$ cat config.mk
export PLATFORM = sky130hd
export DESIGN_NAME = sprite_dma_flat
export DESIGN_NICKNAME = d
export VERILOG_FILES = /design/src/rtl/sprite_pkg.sv /design/src/rtl/sprite_dma_if.sv /design/src/rtl/sprite_dma_regs.sv /design/src/rtl/sprite_dma.sv /design/src/flat_wrapper.sv
export SDC_FILE = /design/constraint.sdc
export NUM_CORES = 1
export LEC_CHECK = 0
export BUFFER_PORTS_ARGS = -buffer_cell sky130_fd_sc_hd__buf_2
export CORE_ASPECT_RATIO = 0.75
export CORE_MARGIN = 2
export CORE_UTILIZATION = 50
export DETAILED_ROUTE_END_ITERATION = 8
export HOLD_SLACK_MARGIN = 0.1
export PLACE_DENSITY = 0.83
export REMOVE_ABC_BUFFERS = 1
export SLEW_MARGIN = 20
export SYNTH_ARGS = -nofsm -noshare
export SYNTH_HDL_FRONTEND = slang
export SYNTH_HIERARCHICAL = 1
export SYNTH_SLANG_ARGS = --single-unit
$ cat constraint.sdc
create_clock -name clk -period 2.86 [get_ports clk]
set_clock_uncertainty 0.2 [all_clocks]
set_input_delay 0.143 -clock clk [delete_from_list [all_inputs] [get_ports clk]]
set_output_delay 0.143 -clock clk [all_outputs]
set_load 0.02 [all_outputs]
$ cat src/rtl/sprite_pkg.sv
// ============================================================================
// Module   : sprite_pkg
// Purpose  : Shared constants, register map and FSM encoding for sprite_dma.
// Revision : 1.0 - initial release
// ============================================================================
`default_nettype none

package sprite_pkg;

    localparam int SPR_COUNT = 16;
    localparam int SPR_BYTES = 4;
    localparam int SRC_AW    = 16;
    localparam int DST_AW    = 7;

    localparam logic [2:0] REG_BASE_LO = 3'd0;
    localparam logic [2:0] REG_BASE_HI = 3'd1;
    localparam logic [2:0] REG_CTRL    = 3'd2;
    localparam logic [2:0] REG_STATUS  = 3'd3;
    localparam logic [2:0] REG_CSUM    = 3'd4;

    localparam int CTRL_AUTO    = 0;
    localparam int CTRL_START   = 1;
    localparam int CTRL_IRQ_EN  = 2;

    localparam int STAT_BUSY    = 0;
    localparam int STAT_DONE    = 1;
    localparam int STAT_OVERRUN = 2;

    typedef enum logic [1:0] {
        ST_IDLE = 2'd0,
        ST_REQ  = 2'd1,
        ST_XFER = 2'd2,
        ST_DONE = 2'd3
    } dma_state_e;

    function automatic logic [7:0] csum_step(input logic [7:0] acc, input logic [7:0] b);
        return acc ^ b;
    endfunction

endpackage

`default_nettype wire

$ cat src/rtl/sprite_dma_if.sv
// ============================================================================
// Module   : sprite_dma_if
// Purpose  : Main-RAM read handshake plus sprite RAM write port of the DMA.
// Revision : 1.0 - initial release
// ============================================================================
`default_nettype none

interface sprite_dma_if #(
    parameter int SRC_AW = sprite_pkg::SRC_AW,
    parameter int DST_AW = sprite_pkg::DST_AW
) ();

    logic              bus_req;
    logic              bus_gnt;
    logic [SRC_AW-1:0] src_addr;
    logic [7:0]        src_data;
    logic [DST_AW-1:0] spriteram_wr_addr;
    logic              spriteram_wr;
    logic [7:0]        spriteram_data_in;

    modport master (
        output bus_req, src_addr, spriteram_wr_addr, spriteram_wr, spriteram_data_in,
        input  bus_gnt, src_data
    );

    modport slave (
        input  bus_req, src_addr, spriteram_wr_addr, spriteram_wr, spriteram_data_in,
        output bus_gnt, src_data
    );

endinterface

`default_nettype wire

$ cat src/rtl/sprite_dma_regs.sv
// ============================================================================
// Module   : sprite_dma_regs
// Purpose  : CPU register file: base, ctrl, status flags, start detection and
//            read-back mux for sprite_dma.
// Revision : 1.0 - initial release
// ============================================================================
`default_nettype none

module sprite_dma_regs (
    input  wire logic        clk,
    input  wire logic        reset_n,
    input  wire logic        cpu_cs,
    input  wire logic        cpu_wr,
    input  wire logic [2:0]  cpu_addr,
    input  wire logic [7:0]  cpu_din,
    output logic      [7:0]  cpu_dout,
    input  wire logic        vblank_edge,
    input  wire logic        busy,
    input  wire logic        done_set,
    input  wire logic [7:0]  csum,
    output logic      [15:0] base,
    output logic             start_cond,
    output logic             done_irq
);
    import sprite_pkg::*;

    logic [15:0] base_q, base_d;
    logic        auto_q, auto_d;
    logic        irq_en_q, irq_en_d;
    logic        done_flag_q, done_flag_d;
    logic        overrun_q, overrun_d;

    logic        reg_wr;
    logic        ctrl_wr;
    logic        status_wr;

    assign reg_wr    = cpu_cs & cpu_wr;
    assign ctrl_wr   = reg_wr & (cpu_addr == REG_CTRL);
    assign status_wr = reg_wr & (cpu_addr == REG_STATUS);

    // Start bit is a write strobe, never stored.
    assign start_cond = (vblank_edge & auto_q) | (ctrl_wr & cpu_din[CTRL_START]);

    always_comb begin
        base_d   = base_q;
        auto_d   = auto_q;
        irq_en_d = irq_en_q;
        if (reg_wr && (cpu_addr == REG_BASE_LO)) base_d[7:0]  = cpu_din;
        if (reg_wr && (cpu_addr == REG_BASE_HI)) base_d[15:8] = cpu_din;
        if (ctrl_wr) begin
            auto_d   = cpu_din[CTRL_AUTO];
            irq_en_d = cpu_din[CTRL_IRQ_EN];
        end
        // Set has priority over a same-cycle write-1 clear.
        done_flag_d = done_set |
                      (done_flag_q & ~(status_wr & cpu_din[STAT_DONE]));
        overrun_d   = (start_cond & busy) |
                      (overrun_q & ~(status_wr & cpu_din[STAT_OVERRUN]));
    end

    always_ff @(posedge clk or negedge reset_n) begin
        if (!reset_n) begin
            base_q      <= '0;
            auto_q      <= 1'b0;
            irq_en_q    <= 1'b0;
            done_flag_q <= 1'b0;
            overrun_q   <= 1'b0;
        end else begin
            base_q      <= base_d;
            auto_q      <= auto_d;
            irq_en_q    <= irq_en_d;
            done_flag_q <= done_flag_d;
            overrun_q   <= overrun_d;
        end
    end

    assign base     = base_q;
    assign done_irq = done_flag_q & irq_en_q;

    always_comb begin
        cpu_dout = 8'h00;
        case (cpu_addr)
            REG_BASE_LO: cpu_dout = base_q[7:0];
            REG_BASE_HI: cpu_dout = base_q[15:8];
            REG_CTRL: begin
                cpu_dout[CTRL_AUTO]   = auto_q;
                cpu_dout[CTRL_IRQ_EN] = irq_en_q;
            end
            REG_STATUS: begin
                cpu_dout[STAT_BUSY]    = busy;
                cpu_dout[STAT_DONE]    = done_flag_q;
                cpu_dout[STAT_OVERRUN] = overrun_q;
            end
            REG_CSUM: cpu_dout = csum;
            default:  cpu_dout = 8'h00;
        endcase
    end

endmodule

`default_nettype wire

$ cat src/rtl/sprite_dma.sv
// ============================================================================
// Module   : sprite_dma
// Purpose  : Copies a 64-byte sprite table from main RAM into sprite RAM on a
//            vblank edge or CPU start. Optional SPRITE_DMA_CHECKSUM_EN adds an
//            XOR checksum of the written bytes at register 4.
// Revision : 1.0 - initial release
// ============================================================================
`default_nettype none

module sprite_dma #(
    parameter int SPR_COUNT = sprite_pkg::SPR_COUNT,
    parameter int SPR_BYTES = sprite_pkg::SPR_BYTES,
    parameter int SRC_AW    = sprite_pkg::SRC_AW,
    parameter int DST_AW    = sprite_pkg::DST_AW
) (
    input  wire logic       clk,
    input  wire logic       reset_n,
    input  wire logic       vblank,
    input  wire logic       cpu_cs,
    input  wire logic       cpu_wr,
    input  wire logic [2:0] cpu_addr,
    input  wire logic [7:0] cpu_din,
    output logic      [7:0] cpu_dout,
    sprite_dma_if.master    bus,
    output logic            busy,
    output logic            done_irq
);
    import sprite_pkg::*;

    localparam logic [DST_AW-1:0] XFER_LEN = DST_AW'(SPR_COUNT * SPR_BYTES);

    dma_state_e        state_q, state_d;
    logic [SRC_AW-1:0] src_ptr_q, src_ptr_d;
    logic [DST_AW-1:0] issue_cnt_q, issue_cnt_d;
    logic [DST_AW-1:0] wr_cnt_q, wr_cnt_d;
    logic              rd_pend_q, rd_pend_d;
    logic              vblank_q;

    logic              vblank_edge;
    logic              start_cond;
    logic              start_go;
    logic              issue;
    logic              bus_req_w;
    logic              busy_w;
    logic              spr_wr;
    logic              done_set;
    logic [15:0]       base;
    logic [7:0]        csum;

    assign vblank_edge = vblank & ~vblank_q;

    sprite_dma_regs u_regs (
        .clk         (clk),
        .reset_n     (reset_n),
        .cpu_cs      (cpu_cs),
        .cpu_wr      (cpu_wr),
        .cpu_addr    (cpu_addr),
        .cpu_din     (cpu_din),
        .cpu_dout    (cpu_dout),
        .vblank_edge (vblank_edge),
        .busy        (busy_w),
        .done_set    (done_set),
        .csum        (csum),
        .base        (base),
        .start_cond  (start_cond),
        .done_irq    (done_irq)
    );

    always_comb begin
        state_d     = state_q;
        src_ptr_d   = src_ptr_q;
        issue_cnt_d = issue_cnt_q;
        wr_cnt_d    = wr_cnt_q;
        rd_pend_d   = 1'b0;
        bus_req_w   = 1'b0;
        busy_w      = 1'b0;
        spr_wr      = 1'b0;
        done_set    = 1'b0;
        issue       = 1'b0;
        start_go    = 1'b0;
        case (state_q)
            // DONE also accepts a start so back-to-back triggers are not lost.
            ST_IDLE, ST_DONE: begin
                done_set = (state_q == ST_DONE);
                state_d  = ST_IDLE;
                if (start_cond) begin
                    start_go    = 1'b1;
                    src_ptr_d   = base[SRC_AW-1:0];
                    issue_cnt_d = '0;
                    wr_cnt_d    = '0;
                    state_d     = ST_REQ;
                end
            end
            ST_REQ: begin
                busy_w    = 1'b1;
                bus_req_w = 1'b1;
                if (bus.bus_gnt) begin
                    issue   = 1'b1;
                    state_d = ST_XFER;
                end
            end
            ST_XFER: begin
                busy_w    = 1'b1;
                bus_req_w = (issue_cnt_q < XFER_LEN);
                issue     = bus.bus_gnt & bus_req_w;
                spr_wr    = rd_pend_q;
                if (rd_pend_q) wr_cnt_d = wr_cnt_q + DST_AW'(1);
                if (wr_cnt_q == XFER_LEN) state_d = ST_DONE;
            end
            default: state_d = ST_IDLE;
        endcase
        // rd_pend marks that src_data carries the byte addressed last cycle.
        if (issue) begin
            src_ptr_d   = src_ptr_q + SRC_AW'(1);
            issue_cnt_d = issue_cnt_q + DST_AW'(1);
            rd_pend_d   = 1'b1;
        end
    end

    always_ff @(posedge clk or negedge reset_n) begin
        if (!reset_n) begin
            state_q     <= ST_IDLE;
            src_ptr_q   <= '0;
            issue_cnt_q <= '0;
            wr_cnt_q    <= '0;
            rd_pend_q   <= 1'b0;
            vblank_q    <= 1'b0;
        end else begin
            state_q     <= state_d;
            src_ptr_q   <= src_ptr_d;
            issue_cnt_q <= issue_cnt_d;
            wr_cnt_q    <= wr_cnt_d;
            rd_pend_q   <= rd_pend_d;
            vblank_q    <= vblank;
        end
    end

`ifdef SPRITE_DMA_CHECKSUM_EN
    logic [7:0] csum_q, csum_d;

    always_comb begin
        csum_d = csum_q;
        if (start_go)    csum_d = 8'h00;
        else if (spr_wr) csum_d = csum_step(csum_q, bus.src_data);
    end

    always_ff @(posedge clk or negedge reset_n) begin
        if (!reset_n) csum_q <= 8'h00;
        else          csum_q <= csum_d;
    end

    assign csum = csum_q;
`else
    assign csum = 8'h00;
`endif

    assign busy                  = busy_w;
    assign bus.bus_req           = bus_req_w;
    assign bus.src_addr          = src_ptr_q;
    assign bus.spriteram_wr      = spr_wr;
    assign bus.spriteram_wr_addr = wr_cnt_q;
    assign bus.spriteram_data_in = spr_wr ? bus.src_data : 8'h00;

endmodule

`default_nettype wire

$ cat src/flat_wrapper.sv
// flat-port wrapper written by rule: the top's interface ports become plain ports
module sprite_dma_flat import sprite_pkg::*;
#(
    parameter int SPR_COUNT = sprite_pkg::SPR_COUNT,
    parameter int SPR_BYTES = sprite_pkg::SPR_BYTES,
    parameter int SRC_AW    = sprite_pkg::SRC_AW,
    parameter int DST_AW    = sprite_pkg::DST_AW
)
  (clk, reset_n, vblank, cpu_cs, cpu_wr, cpu_addr, cpu_din, cpu_dout, busy, done_irq, bus_bus_req, bus_src_addr, bus_spriteram_wr_addr, bus_spriteram_wr, bus_spriteram_data_in, bus_bus_gnt, bus_src_data);
  sprite_dma_if #(.SRC_AW(SRC_AW), .DST_AW(DST_AW)) bus_i ();
  input  wire logic clk;
  input  wire logic reset_n;
  input  wire logic vblank;
  input  wire logic cpu_cs;
  input  wire logic cpu_wr;
  input  wire logic [2:0] cpu_addr;
  input  wire logic [7:0] cpu_din;
  output logic      [7:0] cpu_dout;
  output logic busy;
  output logic done_irq;
  output wire logic [$bits(bus_i.bus_req)-1:0] bus_bus_req;
  output wire logic [$bits(bus_i.src_addr)-1:0] bus_src_addr;
  output wire logic [$bits(bus_i.spriteram_wr_addr)-1:0] bus_spriteram_wr_addr;
  output wire logic [$bits(bus_i.spriteram_wr)-1:0] bus_spriteram_wr;
  output wire logic [$bits(bus_i.spriteram_data_in)-1:0] bus_spriteram_data_in;
  input wire logic [$bits(bus_i.bus_gnt)-1:0] bus_bus_gnt;
  input wire logic [$bits(bus_i.src_data)-1:0] bus_src_data;
  assign bus_bus_req = bus_i.bus_req;
  assign bus_src_addr = bus_i.src_addr;
  assign bus_spriteram_wr_addr = bus_i.spriteram_wr_addr;
  assign bus_spriteram_wr = bus_i.spriteram_wr;
  assign bus_spriteram_data_in = bus_i.spriteram_data_in;
  assign bus_i.bus_gnt = bus_bus_gnt;
  assign bus_i.src_data = bus_src_data;
  sprite_dma #(.SPR_COUNT(SPR_COUNT), .SPR_BYTES(SPR_BYTES), .SRC_AW(SRC_AW), .DST_AW(DST_AW)) u_core (.clk(clk), .reset_n(reset_n), .vblank(vblank), .cpu_cs(cpu_cs), .cpu_wr(cpu_wr), .cpu_addr(cpu_addr), .cpu_din(cpu_din), .cpu_dout(cpu_dout), .bus(bus_i), .busy(busy), .done_irq(done_irq));
endmodule
== After elaboration in Yosys (flattened, before gate mapping) ==
Index checks and enable logic that the tools add are counted.
Operators by class
  add/subtract/negate cells: 3
  order comparisons: 1
  eq/ne operators: 11
  mux-type cells: 24
  bitwise gates (word level): 19
  reductions and logical operators: 12
Operators with widths (number)
  16-bit two-way mux: 3
  7-bit two-way mux: 4
  16-bit by 1-bit adder with 16-bit output (second input constant): 1
  7-bit by 1-bit adder with 7-bit output (second input constant): 2
  7-bit case mux with 2 select lines: 1
  1-bit bitwise AND: 13
  5-bit case mux with 2 select lines: 1
  8-bit two-way mux: 1
  1-bit case mux with 4 select lines: 2
  7-bit == test (second input constant): 1
  7-bit less-than comparator (second input constant): 1
  3-bit by 2-bit == test with 1-bit output (second input constant): 2
  1-bit two-way mux: 6
  2-bit case mux with 3 select lines: 1
  2-bit nonzero test: 3
  2-bit == test (second input constant): 2
  2-bit two-way mux: 2
  2-bit by 1-bit != test with 1-bit output (second input constant): 2
  2-bit != test (second input constant): 2
  1-bit case mux with 2 select lines: 2
  2-bit AND reduction: 2
  2-bit OR reduction: 2
  3-bit by 1-bit == test with 1-bit output (second input constant): 1
  3-bit logical NOT: 1
  7 further kinds: 12
Storage, ports and cells
  flip-flop bits (word level): 54
  output and inout port bits: 43
  logic and storage cells: 82

== Logic depth before layout (Yosys ltp) ==
Gate-level depths: netlist of run 1.
  depth in word-level cells: 7
  gate-level depth with buffers: 9
  depth with buffers taken out: 7

== Modules after synthesis ==
The synthesis of run 1 kept the hierarchy.
By module, submodules not included
  sprite_dma: times used 1, cells an instance 232, area an instance 2127.0 sq um, seq. area each 850.8 sq um
  sprite_dma_regs: times used 1, cells an instance 97, area an instance 1128.6 sq um, seq. area each 500.5 sq um

== Least setup slack after synthesis of run 1 ==
No wires, ideal clock.
  path kind: in2reg
  start point: in cpu_addr[1]
  end point: reg u_core.src_ptr_q[14] (netlist: u_core/bus.src_addr[14])
  setup time: 94 ps
  data arrival time: 1869 ps
  path slack: 697 ps
  stages: 8
  cells stage by stage: clkbuf_1 nand2_1 o31ai_1 and2_1 clkbuf_1 buf_2 mux2i_1 a211oi_1
Between the ends
  word-level cells in the longest chain between the ends: 6
Ends and longest elaborated chain
  start, declared: RTL line flat_wrapper.sv:16  | input wire logic [2:0] cpu_addr;
  3-bit by 2-bit == test with 1-bit output: RTL line sprite_dma_regs.sv:38  | assign ctrl_wr = reg_wr & (cpu_addr == REG_CTRL);
  1-bit bitwise AND: RTL line sprite_dma_regs.sv:38
  1-bit bitwise AND: RTL line sprite_dma_regs.sv:42  | assign start_cond = (vblank_edge & auto_q) | (ctrl_wr & cpu_din[CTRL_START]);
  1-bit bitwise OR: RTL line sprite_dma_regs.sv:42
  net u_core.start_cond: RTL line sprite_dma.sv:40  | logic start_cond;
  2-bit nonzero test (no line)
  2-bit AND reduction (no line)
  end signal, assigned: RTL line sprite_dma.sv:130  | src_ptr_q <= src_ptr_d;
  end, declared: RTL line sprite_dma.sv:33  | logic [SRC_AW-1:0] src_ptr_q, src_ptr_d;
The timed path passes the listed nets, and every way through them passes these cells.
A chain may end at the register's enable or synchronous reset.

== Final worst setup path of run 1 ==
  start point: reg u_core.state_q[0]
  end point: reg u_core.src_ptr_q[8] (netlist: u_core/bus.src_addr[8])
Between the ends
  word-level cells in the longest chain between the ends: 4
Ends and longest elaborated chain
  start, declared: RTL line sprite_dma.sv:32  | dma_state_e state_q, state_d;
  start signal, assigned: RTL line sprite_dma.sv:129  | state_q <= state_d;
  2-bit == test, or another cell as far along: RTL line sprite_dma.sv:81  | case (state_q)
  1-bit case mux with 2 select lines / 2-bit OR reduction (equally long branches): RTL line sprite_dma.sv:81
  2-bit nonzero test (no line)
  2-bit AND reduction (no line)
Parallel ways exist; a longest one is shown, timed or not.

==> results of run 1 <==
## worst max-delay path: stages (launching register included)
cell	delay, ns
dfrtp_1	0.41
inv_1	0.06
ha_1	0.20
and2b_1	0.17
o21ai_2	0.71
inv_2	0.35
a311oi_1	0.37
nor3_1	0.08
## routing by layer
layer	track usage, %	wire, um
met5	0	0
met4	4.851	42
met3	4.662	485
met2	34.34	3599
met1	33.11	3801
## kinds of logic (layout without fill, tap and decap cells)
group | after synthesis | in the layout | synth area share (%)
other | 1 | 8 | 0.1152
DFF | 54 | 54 | 41.51
and+or+nand+nor | 137 | 137 | 23.64
adders and majority gates | 7 | 7 | 2.690
AOI/OAI and AO/OA | 57 | 57 | 12.72
muxes | 39 | 39 | 13.91
xor gates and xnor gates | 4 | 4 | 1.076
buffers and inverters | 30 | 108 | 4.343
## worst paths after layout
check	slack, ns	start	to
hold reg to reg	0.30	u_core/issue_cnt_q[5]	u_core/issue_cnt_q[5]
max in group asynchronous	0.62	reset_n	u_core/issue_cnt_q[6]
hold / removal	0.13	cpu_cs	u_core/u_regs/overrun_q
setup / recovery	0.20	u_core/state_q[0]	u_core/bus.src_addr[8]
min in group asynchronous	0.50	reset_n	u_core/bus.src_addr[15]
setup reg to reg	0.20	u_core/state_q[0]	u_core/bus.src_addr[8]
## layout by cell type, fill, tap and decap left out, types with 10 or more instances in the layout
master,Yosys,routed
buf_2,8,67
dfrtp_1,54,54
nand2_1,33,33
nand3_1,21,21
nor2_1,20,20
dlygate4sd3_1,0,16
mux2i_1,16,16
mux2_2,14,14
a21oi_1,11,11
and3_1,10,10
## registers in the layout, summed over array words and instances, names as in the netlist
register,cells
u_core/bus.src_addr,16
u_core/state_q,2
u_core/rd_pend_q,1
u_core/issue_cnt_q,7
u_core/u_regs/done_flag_q,1
u_core/bus.spriteram_wr_addr,7
u_core/u_regs/overrun_q,1
u_core/u_regs/irq_en_q,1
u_core/u_regs/auto_q,1
u_core/vblank_q,1
u_core/u_regs/base,16
## layout make-up
class	count	area, sq um	area share [%]
clock buffers	5	68.82	1.743
clock inverters	3	47.55	1.204
inverters	9	33.78	0.8558
multi-input cells	252	1789	45.32
flip-flops and latches	54	1351	34.23
well taps	81	101.3	2.567
repair buffers	91	555.5	14.07
## power by group through the flow
stage               registers (W)  clock network [W]  logic, W
floorplan                 0.00147                  0  0.000982
global placement          0.00137                  0   0.00157
detailed placement        0.00139                  0   0.00163
CTS                       0.00138           0.000547   0.00165
global route              0.00143           0.000574   0.00181
finish                    0.00138           0.000537   0.00165
## stage by stage
step	hold slack [ns]	worst slack, ns	area [sq um]	std cells	total power (W)
2_1_floorplan	-0.3526	0.2294	3174	315	0.002449
3_3_place_gp	-0.09820	0.3752	3671	471	0.002943
3_5_place_dp	-0.09149	0.2796	3671	471	0.003012
4_1_cts	0.1220	0.2582	3948	495	0.003569
5_1_grt	0.1406	0.05387	3948	495	0.003815
6_report	0.1292	0.2041	3948	495	0.003569
==> flow_summary.yaml, run 1 <==
clock_network:
  clk_pin_slew_ns: 0.10
  cts.sinks: 54
  cts_hold_buffers: 16
  cts_resized: 0
  post_cts_buffers: 0
  cts-root-buf: "clkbuf_8"
  htree_levels: 2
  cts_tree: "yes"
  insertion_delay_ns: 0.32
  cts_buffers: 5
  clock_path_buffers: 2
timing:
  worstMarginPinSlew_ns: 0.9165
  hold_viol: 0
  rsz0062_at_grt: "no"
  slew_headroom_pct: 38.89
  fmax_mhz: 376.5
  final_max_slew_viol_count: 0
  fin_crit_ns: 2.656
  setup_violations: 0
  fin_setup_tns_ns: 0
  finalCritPeriodShare_pct: 92.86
yosys:
  synth_top_area_share_pct: 41.51
  syn_inst: 329
  synthFlopType: "dfrtp_1"
  synth_most_common_cell: "dfrtp_1"
  ys_warn_count: 6
  synth_seq_cells: 54
  synth.avg_cell_area_sq_um: 9.896
  yosysTopAreaCell: "dfrtp_1"
  synth_edf_count: 0
  synthTopCellsByCount: "54 x dfrtp_1, 33 x nand2_1, 21 x nand3_1, 20 x nor2_1, 16 x mux2i_1"
  seq_area_frac_synth_pct: 41.51
  ys_top_cells_by_area: "dfrtp_1 42%, mux2i_1 4.9%, mux2_2 4.8%, mux2_4 4.2%, nand2_1 3.8%"
  netlist_area_sq_mm: 0.003256
  netlist-cell-type-count: 64
  synthArstFlopShare_pct: 100.0
setup_path:
  cp.arrival_ns: 2.66
  critPathLaunchType: "flop"
  cp_max_fo: 22
  worst_r2r_path_depth: 7
  cp-end-kind: "flop"
  cp.required_ns: 2.86
  worst-setup-path-type: "flop to flop"
drt:
  firstDrtPassIters: 5
  viasPerCell: 5.794
  ant_nets: 0
  route.detailed.drc: 0
  routedWlPerCell_um: 16.02
  drt-total-wl_um: 7928
  first_iter_violations: 221
  via_count: 2868
global_routing:
  grt_max_degree: 23
  grt_pass1_vias: 2582
  overflow: 0
  grt_pass1_wl_um: 12890
  antenna_found_initial: 0
  grt_usage_pct: 22.44
pwr:
  p_int_w: 0.001980
  power.density_mw_per_mm2: 904.0
  swShare_pct: 44.51
  power_switching_w: 0.001589
  leakage_nw: 1.879
  pwr-share-seq_pct: 38.8
  p_comb_share_pct: 46.2
  pwr-share-clk_pct: 15.0
  ir_drop_uv: 439.3
place:
  post-dp-hpwl_um: 5604
  gp_congestion: 0.8539
  io_buffers: 67
floorplan:
  design.core.area_sq_mm: 0.006287
  initial_core_util_pct: 51.78
  pin_count: 68
  row_count: 25
  die_w_um: 97.18
  die_y_um: 73.88
  dieArea_sq_mm: 0.007179
run:
  maxCapViolations: 0
layout:
  nets: 445
  layout-drive-gt1-share_pct: 29.47
  area_delta_synth_final_pct: 21.25
  filler_cell_count: 504
  final_core_util_pct: 62.79
  diodes: 0
run_status:
  status: "finished, final reports clean"
min_path:
  hp-class: "input pin to flop"
  whs_path_depth: 4
(Power assumes the default switching activity.)
==> inputs of run 2 (changes only) <==
CELL_PAD_IN_SITES_DETAIL_PLACEMENT = 0   (was unset)
CELL_PAD_IN_SITES_GLOBAL_PLACEMENT = 1   (was unset)
CORE_UTILIZATION = 42   (was 50)
PLACE_DENSITY = unset   (was 0.83)
PLACE_DENSITY_LB_ADDON = 0.1   (was unset)
REMOVE_ABC_BUFFERS = unset   (was 1)
==> run 2 against run 1 <==
- cell count grew 3.8%
- first-iteration DRC count shrank 34%
- clock-buffer cell count is the same
- critical path depth is the same
- fmax grew 6.8%
- highest routed layer unchanged
- wire length grew 1.7%
- via count shrank 4.4%
- critical path type is now flop to output port
- sequential share of layout area is essentially flat
- flip-flop and latch count is the same
==> flow_summary.yaml, run 2 (synthesis gave the netlist of run 1 again) <==
floorplan:
  design.core.area_sq_mm: 0.007432
  initial_core_util_pct: 43.80
  dieArea_sq_mm: 0.008479
  die_w_um: 105.7
  pin_count: 68
  die_y_um: 80.25
  row_count: 27
drt:
  via_count: 2742
  wl_met3_um: 392
  routedWlPerCell_um: 15.68
  drt-total-wl_um: 8059
  route.detailed.drc: 0
  firstDrtPassIters: 4
  viasPerCell: 5.335
  dr_wl_met2_um: 3297
  first_iter_violations: 146
  top_layer: "met4"
  ant_nets: 0
  wl_met1_um: 4307
layout:
  filler_cell_count: 710
  area_delta_synth_final_pct: 21.33
  multi_input_area_sq_mm: 0.001789
  nets: 444
  regArea_sq_mm: 0.001351
  final_common_cell: "buf_2"
  layout-drive-gt1-share_pct: 29.78
  final_cell_mix: "67 x buf_2, 54 x dfrtp_1, 33 x nand2_1"
  diodes: 0
timing:
  hold_ws_ns: 0.1168
  rsz0062_at_grt: "no"
  fin_crit_ns: 2.487
  fmax_mhz: 402.2
  slew_headroom_pct: 44.53
  final_max_slew_viol_count: 0
  setup_violations: 0
  fin_setup_tns_ns: 0
  finalCritPeriodShare_pct: 86.94
  hold_viol: 0
  worstMarginPinSlew_ns: 0.8293
min_path:
  whs_path_depth: 4
  min-delay-start: "cpu_addr[1]"
  hp-class: "input pin to flop"
  min_delay_worst_endpoint: "u_core/u_regs/done_flag_q"
clock_network:
  cts-root-buf: "clkbuf_8"
  cts_buffers: 5
  cts.sinks: 54
  insertion_delay_ns: 0.32
  clock_path_buffers: 2
  cts_tree: "yes"
  clk_pin_slew_ns: 0.10
  htree_levels: 2
global_routing:
  grt_max_degree: 38
  overflow: 0
  grt_usage_pct: 20.11
  grt_pass1_vias: 2593
  grt_pass1_wl_um: 13500
  antenna_found_initial: 0
setup_path:
  worst-setup-path-type: "flop to output port"
  r2r_start: "u_core/state_q[0]"
  cp.required_ns: 2.52
  cp_max_fo: 10
  worst_r2r_path_depth: 7
  cp.arrival_ns: 2.14
  cp-end-kind: "output port"
  rr_endpoint: "u_core/bus.src_addr[5]"
  critPathLaunchType: "flop"
  ff2ff_setup_slack_ns: 0.48
run:
  maxCapViolations: 0
pwr:
  ir_drop_uv: 431.0
  power.density_mw_per_mm2: 881.0
  leakage_nw: 1.867
place:
  gp_congestion: 0.7814
  io_buffers: 67
  post-dp-hpwl_um: 5796
run_status:
  status: "finished, final reports clean"
## run 2: routing by layer
metal / vias up / global-route usage (%)
li1: 1367 / -
met1: 1298 / 31.74
met2: 70 / 28.39
met3: 7 / 3.409
met4: 0 / 4.342
met5: - / 0
## run 2: worst max path at each step
stage | start | slack, ns | end | cells after the start
2_1_floorplan | cpu_addr[1] | 0.70 | u_core/bus.src_addr[14] | 8
3_3_place_gp | u_core/state_q[0] | 0.58 | u_core/bus.src_addr[5] | 7
3_5_place_dp | u_core/state_q[0] | 0.51 | u_core/bus.src_addr[5] | 7
4_1_cts | u_core/state_q[0] | 0.36 | cpu_dout[0] | 7
5_1_grt | u_core/state_q[0] | 0.24 | cpu_dout[0] | 7
6_report | u_core/state_q[0] | 0.37 | cpu_dout[0] | 7
## run 2: layout make-up
| type | count | share of cell area [%] |
|---|---|---|
| multi-input combinational | 252 | 45.30 |
| timing repair buffer | 90 | 14.06 |
| inverter | 9 | 0.8552 |
| clock inverter | 3 | 0.6335 |
| sequential | 54 | 34.21 |
| clock buffer | 5 | 1.742 |
| tap | 101 | 3.199 |
## run 2: power breakdown
group	internal [W]	switching, W
combinational	0.000693	0.000961
clock	0.000177	0.000272
sequential	0.00103	0.000345
total	0.00190	0.00158
## run 2: timing repair
action                                  4_1_cts  5_1_grt
endpoints found under the setup margin        0        0
buffers inserted                              0        0
hold buffers                                 14        0
endpoints found under the hold margin        63        0
gates resized for setup                       0        0
## run 2: metrics by stage
step / power (W) / setup slack (ns) / std cells / instance area (sq um) / util [%]
global route: 0.003762 / 0.2416 / 514 / 3950 / 53.15
finish: 0.003480 / 0.3735 / 514 / 3950 / 53.15
global placement: 0.003011 / 0.5819 / 492 / 3716 / 50.00
CTS: 0.003504 / 0.3568 / 514 / 3950 / 53.15
floorplan: 0.002519 / 0.6970 / 336 / 3282 / -
detailed placement: 0.003034 / 0.5059 / 492 / 3716 / 50.00
## run 2: critical path, stage by stage (launching register included)
cell,delay [ns]
dfrtp_1,0.41
inv_1,0.06
ha_1,0.48
inv_1,0.16
mux2_2,0.29
a21oi_1,0.15
o22ai_1,0.09
buf_2,0.18
==> inputs of run 3 (changes only) <==
clock period = 2.8 ns   (was 2.86 ns; I/O delays follow)
==> run 3 against run 2 <==
- largest power group unchanged
- core utilization rose by 0.051 points
- register-to-register slack barely moved
- global-route usage barely moved
- clock-buffer cell count rose by 1
==> flow_summary.yaml, run 3 (synthesis gave the netlist of run 1 again) <==
global_routing:
  antenna_found_initial: 0
  grt_pass1_wl_um: 13340
  grt_pass1_vias: 2564
  grt_usage_pct: 20.06
  overflow: 0
  grt_max_degree: 38
drt:
  first_iter_violations: 155
  routedWlPerCell_um: 15.93
  drt-total-wl_um: 8218
  firstDrtPassIters: 4
  ant_nets: 0
  via_count: 2770
  route.detailed.drc: 0
  viasPerCell: 5.368
layout:
  final_core_util_pct: 53.20
  final_common_cell: "buf_2"
  layout-drive-gt1-share_pct: 30.12
  area_delta_synth_final_pct: 21.44
  diodes: 0
  nets: 446
  final_cell_mix: "67 x buf_2, 54 x dfrtp_1, 33 x nand2_1"
floorplan:
  initial_core_util_pct: 43.80
  die_w_um: 105.7
  design.core.area_sq_mm: 0.007432
  row_count: 27
  die_y_um: 80.25
  dieArea_sq_mm: 0.008479
  pin_count: 68
setup_path:
  cp.arrival_ns: 2.13
  cp.required_ns: 2.46
  worst_r2r_path_depth: 7
  cp-end-kind: "output port"
  worstPathCellList: "inv_1 > ha_1 > inv_1 > mux2_2 > a21oi_1 > o22ai_1 > buf_2"
  cp_slowest_cell: "ha_1"
  cpMostUsedCell: "inv_1"
  crit_path_max_incr_delay_ns: 0.49
  critPathLaunchType: "flop"
  worst-setup-path-type: "flop to output port"
  cp_max_fo: 10
pwr:
  power.density_mw_per_mm2: 904.6
  leakage_nw: 1.872
  ir_drop_uv: 502.6
timing:
  worstMarginPinSlew_ns: 0.7585
  setup_violations: 0
  hold_viol: 0
  fin_setup_tns_ns: 0
  finalCritPeriodShare_pct: 88.09
  final_max_slew_viol_count: 0
  fmax_mhz: 405.5
  rsz0062_at_grt: "no"
  fin_crit_ns: 2.466
  slew_headroom_pct: 49.26
clock_network:
  clk_pin_slew_ns: 0.09
  cts_tree: "yes"
  clock_path_buffers: 2
  insertion_delay_ns: 0.31
  cts.sinks: 54
  cts_buffers: 5
  htree_levels: 2
  cts-root-buf: "clkbuf_8"
  post_cts_buffers: 0
place:
  gp_congestion: 0.8499
  io_buffers: 67
  post-dp-hpwl_um: 5857
min_path:
  hp-class: "input pin to flop"
  whs_path_depth: 3
run:
  maxCapViolations: 0
run_status:
  status: "finished, final reports clean"
-- run 3: final timing paths --
kind	startpoint	end	slack [ns]
setup reg to reg	u_core/state_q[0]	u_core/bus.src_addr[5]	0.48
max in group asynchronous	reset_n	u_core/bus.src_addr[10]	1.14
hold reg to reg	u_core/issue_cnt_q[5]	u_core/issue_cnt_q[5]	0.29
min in group asynchronous	reset_n	u_core/bus.spriteram_wr_addr[4]	0.24
hold / removal	cpu_addr[1]	u_core/u_regs/overrun_q	0.14
setup / recovery	u_core/state_q[0]	cpu_dout[0]	0.33
-- run 3: power breakdown --
| group | internal [W] | switching (W) |
|---|---|---|
| sequential | 0.00105 | 0.000357 |
| clock | 0.000200 | 0.000259 |
| combinational | 0.000713 | 0.000993 |
-- run 3: layout make-up --
class	count	area (sq um)
clock inverter	2	12.51
tap	101	126.4
timing repair buffer	92	558.0
fill	706	3478
multi-input combinational	252	1789
clock buffer	6	82.58
inverter	9	33.78
sequential	54	1351
-- run 3: timing repair --
action                                  4_1_cts  5_1_grt
hold buffers                                 14        0
resized for setup                             0        0
hold endpoints to repair                     75        0
endpoints found under the setup margin        0        0
-- run 3: stage by stage --
step | total power [W] | cell area (sq um) | hold slack, ns | worst slack (ns) | cells
6_report | 0.003577 | 3954 | 0.1391 | 0.3336 | 516
4_1_cts | 0.003603 | 3954 | 0.1255 | 0.3414 | 516
2_1_floorplan | 0.002572 | 3282 | -0.3556 | 0.6400 | 336
3_3_place_gp | 0.003098 | 3719 | -0.1034 | 0.5503 | 494
5_1_grt | 0.003841 | 3954 | 0.1535 | 0.2083 | 516
3_5_place_dp | 0.003111 | 3719 | -0.1075 | 0.4981 | 494
-- run 3: per-layer routing --
layer | wire length [um] | track usage (%)
met2 | 3314 | 28.65
met5 | 0 | 0
met4 | 62 | 4.737
met3 | 417 | 2.841
met1 | 4424 | 31.62
-- run 3: critical path: cells and delay by family (launching register included) --
family / cells / cell delay [ns]
adder cells (fa/ha/maj): 1 / 0.49
buffers and inverters: 3 / 0.41
flip-flops: 1 / 0.41
multiplexers: 1 / 0.30
AO/OA/AOI/OAI: 2 / 0.23
